**config.mk**
```make
export PLATFORM = sky130hd
export DESIGN_NAME = control_flat
export DESIGN_NICKNAME = d
export VERILOG_FILES = /design/src/rtl/control_pkg.sv /design/src/rtl/control_if.sv /design/src/rtl/control_decode.sv /design/src/rtl/control.sv /design/src/flat_wrapper.sv
export SDC_FILE = /design/constraint.sdc
export NUM_CORES = 1
export LEC_CHECK = 0
export ABC_CLOCK_PERIOD_IN_PS = 1900
export BUFFER_PORTS_ARGS = -buffer_cell sky130_fd_sc_hd__clkbuf_2
export CAP_MARGIN = 30
export CORE_AREA = 2 2 39 41
export CTS_CLUSTER_DIAMETER = 120
export DETAILED_ROUTE_END_ITERATION = 6
export DIE_AREA = 0 0 41 43
export PLACE_DENSITY = 0.64
export SETUP_SLACK_MARGIN = 0.15
export SKIP_CTS_REPAIR_TIMING = 1
export SYNTH_ARGS = -nofsm -noshare
export SYNTH_HDL_FRONTEND = slang
export SYNTH_SLANG_ARGS = --single-unit
```
**constraint.sdc**
```tcl
create_clock -name clk -period 1.9 [get_ports clk]
set_input_delay 0.19 -clock clk [delete_from_list [all_inputs] [get_ports clk]]
set_output_delay 0.19 -clock clk [all_outputs]
set_load 0.02 [all_outputs]
```
**src/rtl/control_pkg.sv**
```systemverilog
// control_pkg: opcodes, field encodings and the control word shared by the decoder and its register
package control_pkg;
  localparam logic [5:0] OP_RTYPE = 6'b000000;
  localparam logic [5:0] OP_ADDI  = 6'b001000;
  localparam logic [5:0] OP_LW    = 6'b100011;
  localparam logic [5:0] OP_SW    = 6'b101011;
  localparam logic [5:0] OP_BEQ   = 6'b000100;
  localparam logic [5:0] OP_BNE   = 6'b000101;
  localparam logic [5:0] OP_BGTZ  = 6'b000111;
  typedef enum logic [1:0] {BR_NONE = 2'b00, BR_EQ = 2'b01, BR_NE = 2'b10, BR_GTZ = 2'b11} br_t;
  typedef enum logic [2:0] {ALU_ADD = 3'b000, ALU_SUB = 3'b001, ALU_RTYPE = 3'b010} alu_t;
  typedef struct packed {
    logic reg_dst;
    logic alu_src;
    logic mem_to_reg;
    logic reg_write;
    logic mem_write;
    logic ext_op;
    br_t  branch;
    alu_t alu_op;
  } ctrl_t;
  localparam ctrl_t CTRL_NOP = '{1'b0, 1'b0, 1'b0, 1'b0, 1'b0, 1'b0, BR_NONE, ALU_ADD};
endpackage

```
**src/rtl/control_if.sv**
```systemverilog
// control_if: opcode and hazard requests in, registered control word out
interface control_if;
  logic       stall;
  logic       flush;
  logic [5:0] op;
  logic       RegDst;
  logic       ALUSrc;
  logic       MemtoReg;
  logic       RegWrite;
  logic       MemWrite;
  logic       ExtOp;
  logic [1:0] Branch;
  logic [2:0] ALUop;
  logic       illegal;
  modport master (output stall, flush, op,
                  input RegDst, ALUSrc, MemtoReg, RegWrite, MemWrite, ExtOp, Branch, ALUop, illegal);
  modport slave (input stall, flush, op,
                 output RegDst, ALUSrc, MemtoReg, RegWrite, MemWrite, ExtOp, Branch, ALUop, illegal);
endinterface

```
**src/rtl/control_decode.sv**
```systemverilog
// control_decode: combinational opcode to control word, flagging unknown opcodes
module control_decode
  import control_pkg::*;
(
  input  logic [5:0] op,
  output ctrl_t      ctrl,
  output logic       illegal
);
  // unknown opcodes fall through to the NOP word so they can never write or branch
  always_comb begin
    ctrl = CTRL_NOP;
    illegal = 1'b0;
    case (op)
      OP_RTYPE: ctrl = '{1'b1, 1'b0, 1'b0, 1'b1, 1'b0, 1'b0, BR_NONE, ALU_RTYPE};
      OP_ADDI:  ctrl = '{1'b0, 1'b1, 1'b0, 1'b1, 1'b0, 1'b1, BR_NONE, ALU_ADD};
      OP_LW:    ctrl = '{1'b0, 1'b1, 1'b1, 1'b1, 1'b0, 1'b1, BR_NONE, ALU_ADD};
      OP_SW:    ctrl = '{1'b0, 1'b1, 1'b0, 1'b0, 1'b1, 1'b1, BR_NONE, ALU_ADD};
      OP_BEQ:   ctrl = '{1'b0, 1'b0, 1'b0, 1'b0, 1'b0, 1'b1, BR_EQ, ALU_SUB};
      OP_BNE:   ctrl = '{1'b0, 1'b0, 1'b0, 1'b0, 1'b0, 1'b1, BR_NE, ALU_SUB};
      OP_BGTZ:  ctrl = '{1'b0, 1'b0, 1'b0, 1'b0, 1'b0, 1'b1, BR_GTZ, ALU_SUB};
      default:  illegal = 1'b1;
    endcase
  end
endmodule

```
**src/rtl/control.sv**
```systemverilog
// control: main decoder with a stall/flush-aware output register feeding execute
module control
  import control_pkg::*;
(
  input  logic clk,
  input  logic reset,
  control_if.slave bus
);
  ctrl_t dec, ctrl_d, ctrl_q;
  logic  dec_illegal, illegal_d, illegal_q;
  control_decode u_decode (.op(bus.op), .ctrl(dec), .illegal(dec_illegal));
  // flush inserts a bubble and beats stall; stall holds the current word
  always_comb begin
    ctrl_d = bus.flush ? CTRL_NOP : bus.stall ? ctrl_q : dec;
    illegal_d = bus.flush ? 1'b0 : bus.stall ? illegal_q : dec_illegal;
  end
  // reset overrides every hazard request
  always_ff @(posedge clk) begin
    if (reset) begin
      ctrl_q <= CTRL_NOP;
      illegal_q <= 1'b0;
    end else begin
      ctrl_q <= ctrl_d;
      illegal_q <= illegal_d;
    end
  end
  assign bus.RegDst = ctrl_q.reg_dst;
  assign bus.ALUSrc = ctrl_q.alu_src;
  assign bus.MemtoReg = ctrl_q.mem_to_reg;
  assign bus.RegWrite = ctrl_q.reg_write;
  assign bus.MemWrite = ctrl_q.mem_write;
  assign bus.ExtOp = ctrl_q.ext_op;
  assign bus.Branch = ctrl_q.branch;
  assign bus.ALUop = ctrl_q.alu_op;
  assign bus.illegal = illegal_q;
endmodule

```
**src/flat_wrapper.sv**
```systemverilog
// flat-port wrapper written by rule: the top's interface ports become plain ports
module control_flat import control_pkg::*;
  (clk, reset, bus_stall, bus_flush, bus_op, bus_RegDst, bus_ALUSrc, bus_MemtoReg, bus_RegWrite, bus_MemWrite, bus_ExtOp, bus_Branch, bus_ALUop, bus_illegal);
  control_if bus_i ();
  input  logic clk;
  input  logic reset;
  input wire logic [$bits(bus_i.stall)-1:0] bus_stall;
  input wire logic [$bits(bus_i.flush)-1:0] bus_flush;
  input wire logic [$bits(bus_i.op)-1:0] bus_op;
  output wire logic [$bits(bus_i.RegDst)-1:0] bus_RegDst;
  output wire logic [$bits(bus_i.ALUSrc)-1:0] bus_ALUSrc;
  output wire logic [$bits(bus_i.MemtoReg)-1:0] bus_MemtoReg;
  output wire logic [$bits(bus_i.RegWrite)-1:0] bus_RegWrite;
  output wire logic [$bits(bus_i.MemWrite)-1:0] bus_MemWrite;
  output wire logic [$bits(bus_i.ExtOp)-1:0] bus_ExtOp;
  output wire logic [$bits(bus_i.Branch)-1:0] bus_Branch;
  output wire logic [$bits(bus_i.ALUop)-1:0] bus_ALUop;
  output wire logic [$bits(bus_i.illegal)-1:0] bus_illegal;
  assign bus_i.stall = bus_stall;
  assign bus_i.flush = bus_flush;
  assign bus_i.op = bus_op;
  assign bus_RegDst = bus_i.RegDst;
  assign bus_ALUSrc = bus_i.ALUSrc;
  assign bus_MemtoReg = bus_i.MemtoReg;
  assign bus_RegWrite = bus_i.RegWrite;
  assign bus_MemWrite = bus_i.MemWrite;
  assign bus_ExtOp = bus_i.ExtOp;
  assign bus_Branch = bus_i.Branch;
  assign bus_ALUop = bus_i.ALUop;
  assign bus_illegal = bus_i.illegal;
  control u_core (.clk(clk), .reset(reset), .bus(bus_i));
endmodule
```
# ---- Word level (Yosys, flattened, before mapping)
# Cells that the tools add are included.
dict set report totals {
  ff_bits 12
  input_bits 10
  elab_cells 20
}
dict set report classes {
  eq_ne 6
  muxes 2
  n_reduce_logical 3
}
# op count
set ops {}
lappend ops {{case mux 11 bit (7 select lines)} 1}
lappend ops {{== test 6 x 3 -> 1 bit, second input constant} 3}
lappend ops {{== test 6 bit, second input constant} 2}
lappend ops {{OR reduction 7 bit} 1}
lappend ops {{== test 6 x 4 -> 1 bit, second input constant} 1}
lappend ops {{logical NOT 6 bit} 1}
lappend ops {{OR reduction 2 bit} 1}
lappend ops {{two-way mux 1 bit} 1}

# ---- Depth between registers and ports, before layout
# Gate-level depths: netlist of run 1.
dict set report depth {
  ltp_word 3
  ltp_mapped 4
  mapped_depth_nobuf 4
}

# ---- Cells and area by module
# A second synthesis of run 1 with hierarchy kept.
dict set report hier_totals {
  hier_cells 70
  area_unflattened_um2 646.9
}
# mod n_inst cells_per_inst area_per_inst_um2 seq_area_each_um2
set by_module_without_submodules {}
lappend by_module_without_submodules {control 1 39 427.9 240.2}
lappend by_module_without_submodules {control_decode 1 31 219.0 0.0}

# ---- Worst setup path before layout of run 1
# Ideal clock, no wire load.
dict set report synth_timing {
  kind {input-to-reg}
  from {in bus_op[2]}
  to {reg u_core.ctrl_q, in the netlist u_core.bus.ExtOp}
  setup_ns 0.071
  arrival_ns 0.954
  path_slack_ns 0.875
  path_stages 4
  n_path_buf 0
  cell_sequence {nor3_2 -> a22oi_1 -> or4_1 -> a21oi_1}
}
dict set report synth_via {
  elab_chain_len 2
  elab_cells_between_ends 8
}
# item line_no
set synth_rtl {}
lappend synth_rtl {{start: declaration} flat_wrapper.sv:9} ;# input wire logic [$bits(bus_i.op)-1:0] bus_op;
lappend synth_rtl {{== test 6 x 3 -> 1 bit (tied with other cells)} control_decode.sv:13} ;# case (op)
lappend synth_rtl {{case mux 11 bit (7 select lines) *} control_decode.sv:13}
lappend synth_rtl {{end signal: assignment} control.sv:23} ;# ctrl_q <= ctrl_d;
lappend synth_rtl {{end: declaration} control.sv:9} ;# ctrl_t dec, ctrl_d, ctrl_q;
# Mark *: on every way between the ends. The rest lies on a longest branch, timed or not.
# A chain may end at the register's enable or synchronous reset.

==> run_results.csv, run 1 <==
group,metric,value,unit
drt,wl_per_cell,10.65,microns
global_routing,grt_overflow,0,
global_routing,grt_max_degree,16,
min_path,hp-class,"input port to flip-flop",
drt,vias,449,
clock_network,cts_tree,"done",
placed_design,dp_hpwl,733.7,microns
critical_path,crit_fanout,15,
drt,routed_wirelength,948,microns
drt,viasPerCell,5.045,
global_routing,antenna_found_initial,0,
power,power_density,683.9,mW/mm^2
finish,final_cell_mix,"clkbuf_2 (20), nor2_1 (10), dfxtp_1 (10)",
power,cellLeakagePower,0.2540,nW
power,power,0.3996,mW
critical_path,crit_required,2090,ps
timing,rsz0062_at_grt,"false",
min_path,min_delay_path_depth,3,
drt,drt_iter0_drc,12,
floorplanning,die_w,41,microns
finish,layout_commonest_cell,"clkbuf_2",
timing,period_share,56.13,%
timing,setup_viol,0,
flow_run,maxCapViolCount,0,
finish,antennaDiodeCount,0,
clock_network,clk_pin_slew,60,ps
floorplanning,io_pins,22,
logic_synthesis,synthesis.area,464.2,sq um
logic_synthesis,ys_warn_count,0,
timing,hold_viol,0,
drt,drc,0,
clock_network,clock-sinks,10,
global_routing,grt_pass1_vias,368,
floorplanning,fp-row-count,14,
floorplanning,initial_core_util,33.54,%
logic_synthesis,avgSynthCellArea,8.596,sq um
critical_path,worst_ep_arrival_time,1260,ps
clock_network,numCtsBuffers,3,
clock_network,cts_buffer_depth,2,
drt,final_antenna_net_count,0,
critical_path,crit_start,"bus_stall",
placed_design,placed_area,561.8,sq um
logic_synthesis,synth-seq-cells,10,
logic_synthesis,syn-num-nets,64,
critical_path,worstReg2RegStart,"u_core.bus.MemtoReg",
clock_network,ctsRootBufferMaster,"clkbuf_4",
run_status,status,"completed",
floorplanning,core,0.001384,sq mm
logic_synthesis,ys_seq_area_share,43.13,%
finish,drive_gt1_share,36.99,%
critical_path,endpoint_kind,"flip-flop",
critical_path,cp-endpoint,"u_core.bus.ExtOp",
critical_path,critical_path_class,"input port to flip-flop",
clock_network,clk_latency,260,ps
critical_path,r2r_slack,1240,ps
finish,fin_nets,85,
floorplanning,die-area,0.001763,sq mm
timing,slew_viol_final,0,
clock_network,h-tree-depth,1,
finish,syn2layout_area_growth,25.88,%
finish,design_area,584.3,sq um
timing,period_needed,1066,ps
critical_path,reg2reg_depth,2,
placed_design,portBuffers,20,
timing,fmax,937.7,MHz
logic_synthesis,synth_cells,54,
critical_path,startpoint_type,"input port",
placed_design,place_congestion,0.7025,
drt,firstDrtPassIters,4,
timing,clock_skew,0,ps
global_routing,grt_pass1_wl,1.476,mm
logic_synthesis,yosysUniqueCellTypes,23,
critical_path,reg2reg_to,"u_core.bus.MemtoReg",
power,ir_worst_vdd,353.1,uV
global_routing,grt_use_total,12.26,%
timing,tns,0,ps
floorplanning,die_h,43,microns
-- metal layers --
layer	routed length, microns	global-route usage, %	share of wire, %
met1	448	15.48	47
met2	428	17.50	45
met3	71	7.853	7.5
met4	0	2.000	0
met5	0	0	0
-- sequential cells by signal (all words and copies together) (netlist names) --
name	count
u_core.bus.ALUop	2
u_core.bus.Branch	2
u_core.bus.ALUSrc	1
u_core.bus.ExtOp	1
u_core.bus.MemWrite	1
u_core.bus.MemtoReg	1
u_core.bus.RegWrite	1
u_core.bus.illegal	1
-- where the power goes --
part / total (mW) / leakage [nW] / switching, mW / internal (mW)
Combinational: 0.0490 / 0.159 / 0.0298 / 0.0192
Clock: 0.138 / 0.0138 / 0.0652 / 0.0728
Sequential: 0.213 / 0.0807 / 0.000943 / 0.212
Total: 0.400 / 0.254 / 0.0960 / 0.304
-- final cells by class --
type | count | area, sq um
Fill cell | 151 | 799.5
Timing Repair Buffer | 20 | 100.1
Multi-Input combinational cell | 40 | 241.5
Sequential cell | 10 | 200.2
Tap cell | 16 | 20.02
Clock buffer | 3 | 22.52
-- critical path, cell delays in order --
cell and delay [ps]:
clkbuf_2 200, nor3_1 400, nor2b_1 260, a21oi_1 60
a21oi_1 150
-- synth_stat cells, drive strengths merged --
library cell / instances / share of area, %
a21bo: 1 / 2.2
a21oi: 4 / 4.3
a22oi: 6 / 9.7
a31oi: 1 / 1.3
a32oi: 2 / 3.8
and2b: 1 / 1.6
and3b: 1 / 1.9
buf: 2 / 3.2
clkbuf: 2 / 1.6
conb: 1 / 0.81
dfxtp: 10 / 43
mux2i: 1 / 2.2
nand2: 1 / 0.81
nand3: 1 / 1.1
nor2: 10 / 8.1
nor2b: 1 / 1.3
nor3: 4 / 5.4
o21ai: 1 / 1.1
or2: 1 / 1.3
or2b: 2 / 3.5
or4: 1 / 1.6
-- metrics by stage --
stage          std cells  util (%)  setup WS (ps)  hold WS [ps]
2_1_floorplan         54         -          875.1         334.1
3_3_place_gp          86     40.60          652.6         460.5
3_5_place_dp          86     40.60          586.0         459.7
4_1_cts               89     42.22          856.5         223.5
5_1_grt               89     42.22          710.0         246.1
6_report              89     42.22          833.6         232.8
-- cells by family (layout without fill, tap and decap cells) --
group | count (synthesis) | after routing | synth area share (%)
AOI/OAI and AO/OA | 15 | 15 | 22.37
other | 1 | 1 | 0.8078
and+or+nand+nor | 23 | 23 | 26.69
DFF | 10 | 10 | 43.13
buffers and inverters | 4 | 23 | 4.851
muxes | 1 | 1 | 2.156
-- worst min path at each step --
stage                              from                    to  slack (ps)
CTS                           bus_op[4]      u_core.bus.ExtOp         220
floorplan                     bus_op[0]  u_core.bus.Branch[1]         330
global placement    u_core.bus.RegWrite   u_core.bus.RegWrite         460
finish                        bus_op[4]      u_core.bus.ExtOp         230
detailed placement  u_core.bus.RegWrite   u_core.bus.RegWrite         460
global route                  bus_op[4]      u_core.bus.ExtOp         250
No activity file was read; power rests on OpenSTA's default activity.
==> inputs of run 2 (changes only) <==
ABC_CLOCK_PERIOD_IN_PS = 900   (was 1900)
PLACE_DENSITY = 0.66   (was 0.64)
clock period = 0.9 ns   (was 1.9 ns; I/O delays follow)
==> run 2 against run 1 <==
Combinational power increased to 3.8 times the previous value. Global-route usage increased by 3.2 points. Utilization increased by 20 points. Cell area increased by 48%. Clock skew unchanged. Sequential power increased by 110%. Clock-buffer cell count increased by 1. Setup slack got worse by 780 ps. Register-to-register slack got worse by 1100 ps. Cell count increased by 15%. Clock power increased to 3.0 times the previous value. Non-clock buffer count increased by 12. Largest power group unchanged. Highest routed layer is now met4.
==> run_results.csv, run 2 (synthesized netlist as in run 1, its figures left out) <==
group,metric,value,unit
drt,final_antenna_net_count,0,
finish,design_area,867.1,sq um
critical_path,crit_required,1110,ps
floorplanning,fp-row-count,14,
finish,fin_nets,97,
flow_run,maxCapViolCount,0,
drt,firstDrtPassIters,4,
timing,clock_skew,0,ps
timing,hold_viol,0,
clock_network,h-tree-depth,1,
timing,setup_viol,0,
critical_path,startpoint_type,"input port",
clock_network,cts_tree,"done",
global_routing,grt_max_degree,11,
timing,period_needed,847.8,ps
finish,drive_gt1_share,72.09,%
power,power_density,1212,mW/mm^2
drt,viasPerCell,5.029,
global_routing,antenna_found_initial,0,
floorplanning,core,0.001384,sq mm
placed_design,place_congestion,0.7545,
global_routing,grt_overflow,0,
floorplanning,die-area,0.001763,sq mm
floorplanning,initial_core_util,33.54,%
placed_design,portBuffers,20,
timing,setup_ws,52.15,ps
global_routing,grt_pass1_vias,450,
clock_network,clk_pin_slew,70,ps
finish,antennaDiodeCount,0,
drt,routed_wirelength,1.306,mm
placed_design,placed_area,650.6,sq um
clock_network,cts_buffer_depth,2,
timing,whs,145.5,ps
global_routing,grt_pass1_wl,1.807,mm
drt,vias,513,
timing,period_share,94.21,%
placed_design,dpl.cell_count,95,
drt,drt_iter0_drc,6,
run_status,status,"completed",
timing,slew_viol_final,0,
finish,syn2layout_area_growth,86.79,%
clock_network,clk_latency,260,ps
placed_design,dp_hpwl,901.7,microns
clock_network,clock-sinks,10,
drt,drc,0,
drt,wl_per_cell,12.80,microns
power,ir_worst_vdd,745.6,uV
timing,fmax,1179,MHz
critical_path,crit_fanout,3,
finish,final_cell_mix,"buf_6 (13), buf_4 (12), dfxtp_2 (9)",
floorplanning,io_pins,22,
timing,rsz0062_at_grt,"true",
floorplanning,die_w,41,microns
global_routing,grt_use_total,15.42,%
timing,tns,0,ps
min_path,hp-class,"input port to flip-flop",
clock_network,ctsRootBufferMaster,"clkbuf_4",
critical_path,critical_path_class,"input port to flip-flop",
finish,n_fill_cell,112,
clock_network,numCtsBuffers,3,
finish,final_cells,102,
critical_path,endpoint_kind,"flip-flop",
placed_design,dp_slack,-205.8,ps
floorplanning,die_h,43,microns
finish,layout_commonest_cell,"buf_6",
critical_path,worst_ep_arrival_time,1050,ps
power,cellLeakagePower,0.3550,nW
-- run 2: worst paths after layout --
check	start	end	slack (ps)	cells after the start
worst max register to register	u_core.bus.ALUop[0]	u_core.bus.ALUop[0]	130	3
worst min-delay path	bus_op[0]	u_core.bus.Branch[1]	150	3
worst min register to register	u_core.bus.Branch[0]	u_core.bus.Branch[0]	510	2
worst max-delay path	bus_op[2]	u_core.bus.ExtOp	50	5
-- run 2: cell type report --
type	instances	area, sq um	share of cell area (%)
multi-input cells	40	327.8	37.81
flip-flops and latches	10	211.5	24.39
well taps	16	20.02	2.309
clock buffers	4	36.28	4.185
repair buffers	32	271.5	31.31
-- run 2: power by group --
part           total (mW)  internal (mW)  leakage [nW]  switching, mW
registers           0.450          0.446        0.0852        0.00336
clock network       0.414          0.246        0.0210          0.168
logic               0.187         0.0914         0.249         0.0959
total                1.05          0.783         0.355          0.267
-- run 2: per-stage QoR --
stage	util (%)	total power, mW
floorplan	-	0.5294
global placement	47.02	0.5990
detailed placement	47.02	0.6005
CTS	49.64	1.016
global route	62.66	1.091
finish	62.66	1.051
-- run 2: per-layer routing --
metal	global-route usage (%)	share of wire, %
met3	3.141	4.3
met1	18.89	42
met2	22.19	52
met4	12.00	1.1
met5	0	0
-- run 2: critical path: stages --
cell,delay [ps]
clkbuf_2,120
nor3_4,190
a22oi_1,100
or4_1,420
a21oi_2,130
==> inputs of run 3 (changes only) <==
--- a/config.mk
+++ b/config.mk
@@ -6,4 +6,5 @@
 export NUM_CORES = 1
 export LEC_CHECK = 0
+export ABC_AREA = 1
 export ABC_CLOCK_PERIOD_IN_PS = 900
 export BUFFER_PORTS_ARGS = -buffer_cell sky130_fd_sc_hd__clkbuf_2
@@ -13,5 +14,5 @@
 export DETAILED_ROUTE_END_ITERATION = 6
 export DIE_AREA = 0 0 41 43
-export PLACE_DENSITY = 0.66
+export PLACE_DENSITY = 0.69
 export SETUP_SLACK_MARGIN = 0.15
 export SKIP_CTS_REPAIR_TIMING = 1
==> constraint.sdc (replaced) <==
create_clock -name clk -period 0.9 [get_ports clk]
set_input_delay 0.18 -clock clk [delete_from_list [all_inputs] [get_ports clk]]
set_output_delay 0.18 -clock clk [all_outputs]
set_load 0.02 [all_outputs]
==> run 3 against run 2 <==
The run now ends with negative setup slack left. Largest power group unchanged. Cell area shrank 4.9%. Clock-buffer cell count unchanged. Via count rose by 3.1%. Wire length down 3.5%.
==> run_results.csv, run 3 <==
group,metric,value,unit
drt,drt_iter0_drc,13,
global_routing,grt_max_degree,11,
placed_design,dp_hpwl,805.9,microns
run_status,status,"finished, violations left",
drt,firstDrtPassIters,5,
min_path,hold_start,"bus_op[0]",
logic_synthesis,synth-async-reset-ratio,0,%
finish,syn2layout_area_growth,66.41,%
finish,post-route-util,59.58,%
clock_network,clock-sinks,10,
critical_path,path_delay_family,"flip-flops",
power,ir_worst_vdd,648.8,uV
floorplanning,die_h,43,microns
finish,drive_gt1_share,62.77,%
logic_synthesis,yosys-top-cells-count,"dfxtp_1 (10), inv_1 (8), nand2_1 (8), nor2_1 (8)",
critical_path,endpoint_kind,"output pin",
drt,viasPerCell,4.809,
timing,whs,197.9,ps
critical_path,worst_ep_arrival_time,750,ps
finish,fin_nets,105,
logic_synthesis,synth_top_cell_by_area,"dfxtp_1",
logic_synthesis,syn-num-nets,76,
logic_synthesis,synth-edff-count,0,
logic_synthesis,synthTopCellsByArea,"dfxtp_1 (40%), a21oi_1 (6.1%), o21ai_0 (6.1%)",
timing,setup_viol,8,
critical_path,reg2reg_to,"u_core.bus.illegal",
timing,rsz0062_at_grt,"true",
logic_synthesis,yosysMostFrequentCell,"dfxtp_1",
clock_network,cts_buffer_depth,2,
logic_synthesis,ys_warn_count,0,
power,p_clk_share,39.0,%
timing,period_needed,926.6,ps
critical_path,critical_path_class,"flip-flop to output pin",
logic_synthesis,synth_ff_type,"dfxtp_1",
power,sequentialPowerShare,42.7,%
clock_network,cts_tree,"done",
timing,clock_skew,0,ps
floorplanning,fp-row-count,14,
logic_synthesis,synth-seq-cells,10,
drt,routed_wirelength,1.260,mm
placed_design,dpl.cell_count,103,
floorplanning,initial_core_util,35.80,%
critical_path,cpPeakStageDelay,360,ps
global_routing,grt_pass1_wl,1.614,mm
floorplanning,die_w,41,microns
critical_path,r2r_slack,180,ps
global_routing,grt_use_total,13.70,%
run_status,violations,"negative setup slack",
finish,antennaDiodeCount,0,
placed_design,placed_area,630.6,sq um
logic_synthesis,synthesis.area,495.5,sq um
critical_path,crit_slowest_cell,"dfxtp_2",
drt,vias,529,
critical_path,crit_fanout,3,
power,combPwrFrac,18.4,%
clock_network,ctsRootBufferMaster,"clkbuf_4",
critical_path,startpoint_type,"flip-flop",
timing,hold_viol,0,
timing,period_share,103.0,%
drt,wl_met1,540,microns
drt,wl_met2,615,microns
placed_design,portBuffers,20,
finish,layout_commonest_cell,"buf_6",
clock_network,clk_pin_slew,70,ps
timing,setup_ws,-26.55,ps
critical_path,cp_cell_sequence,"buf_6",
global_routing,grt_overflow,0,
min_path,hp-class,"input port to flip-flop",
critical_path,crit_required,720,ps
finish,design_area,824.5,sq um
clock_network,h-tree-depth,1,
flow_run,maxCapViolCount,0,
min_path,min_delay_path_depth,3,
finish,final_cells,110,
placed_design,dp_slack,-128.1,ps
clock_network,clk_latency,270,ps
critical_path,path_buf_inv,1,
floorplanning,io_pins,22,
clock_network,numCtsBuffers,3,
global_routing,antenna_found_initial,0,
power,power_density,1316,mW/mm^2
drt,wl_met3,69,microns
logic_synthesis,avgSynthCellArea,7.507,sq um
logic_synthesis,ys_seq_area_share,40.40,%
timing,slew_viol_final,0,
critical_path,reg2reg_depth,3,
power,cellLeakagePower,0.3661,nW
logic_synthesis,yosysUniqueCellTypes,22,
drt,drc,0,
critical_path,worstReg2RegStart,"u_core.bus.illegal",
floorplanning,die-area,0.001763,sq mm
logic_synthesis,synth_cells,66,
finish,final_cell_mix,"buf_6 (12), buf_4 (10), dfxtp_2 (10)",
power,p_sw,0.2910,mW
power,internal-power,0.7944,mW
drt,dr.max_layer_used,"met4",
floorplanning,core,0.001384,sq mm
drt,wl_per_cell,11.45,microns
global_routing,grt_pass1_vias,456,
drt,final_antenna_net_count,0,
min_path,holdPathEnd,"u_core.bus.Branch[1]",
power,switching_share,26.81,%
logic_synthesis,synth.top_cell.area_share,40.40,%
placed_design,place_congestion,0.7607,
timing,fmax,1079,MHz
## run 3: cell count changes after synthesis, moves of 2 or more
cell,change
nand3_1,+2
nor3_1,-3
o21ai_0,+5
inv_1,+8
a22oi_1,-6
and2_1,+2
nor2_1,-2
a21oi_1,+2
clkbuf_1,-2
nand2_1,+7
a32oi_1,-2
## run 3: how the worst max path moves through the flow
| stage | slack (ps) | cells past startpoint | endpoint | from |
|---|---|---|---|---|
| floorplan | 80 | 6 | u_core.bus.illegal | bus_op[5] |
| global placement | -110 | 7 | u_core.bus.illegal | bus_op[5] |
| detailed placement | -130 | 7 | u_core.bus.illegal | bus_op[5] |
| CTS | -70 | 1 | bus_illegal | u_core.bus.illegal |
| global route | -40 | 1 | bus_ALUop[1] | u_core.bus.ALUop[1] |
| finish | -30 | 1 | bus_RegDst | u_core.bus.ALUop[1] |
## run 3: layout make-up
cell class / instances / area (sq um)
flip-flops and latches: 10 / 212.7
repair buffers: 27 / 245.2
fillers: 132 / 559.3
clock buffers: 4 / 36.28
well taps: 16 / 20.02
inverters: 9 / 33.78
multi-input cells: 44 / 276.5
## run 3: stage by stage
step | TNS (ps) | power [mW]
floorplan | 0 | 0.5602
global placement | -202.9 | 0.6157
detailed placement | -259.0 | 0.6178
CTS | -549.2 | 1.032
global route | -294.4 | 1.129
finish | -69.19 | 1.085
## run 3: kinds of logic (layout without fill, tap and decap cells)
family / count (synthesis) / after routing / share of synthesized area [%]
AND/OR/NAND/NOR: 25 / 25 / 24.50
AO/OA/AOI/OAI: 18 / 18 / 22.23
buffers and inverters: 12 / 40 / 12.12
flip-flops: 10 / 10 / 40.40
other: 1 / 1 / 0.7568
## run 3: worst min-delay path, delay by kind of cell
| kind | cells | cell delay [ps] |
|---|---|---|
| buffers and inverters | 1 | 130 |
| AOI/OAI and AO/OA | 1 | 50 |
| and+or+nand+nor | 1 | 80 |
## run 3: power groups by stage
| stage | clock, mW | combinational (mW) | sequential [mW] |
|---|---|---|---|
| after floorplan | 0 | 0.0768 | 0.483 |
| after global placement | 0 | 0.146 | 0.469 |
| after detailed placement | 0 | 0.148 | 0.470 |
| after CTS | 0.424 | 0.149 | 0.459 |
| after global routing | 0.449 | 0.215 | 0.465 |
| final | 0.423 | 0.199 | 0.463 |
## run 3: layer usage
metal	vias to the layer above	GRT usage, %
li1	268	-
met5	-	0
met3	4	3.141
met4	0	10.00
met1	237	14.94
met2	20	21.56
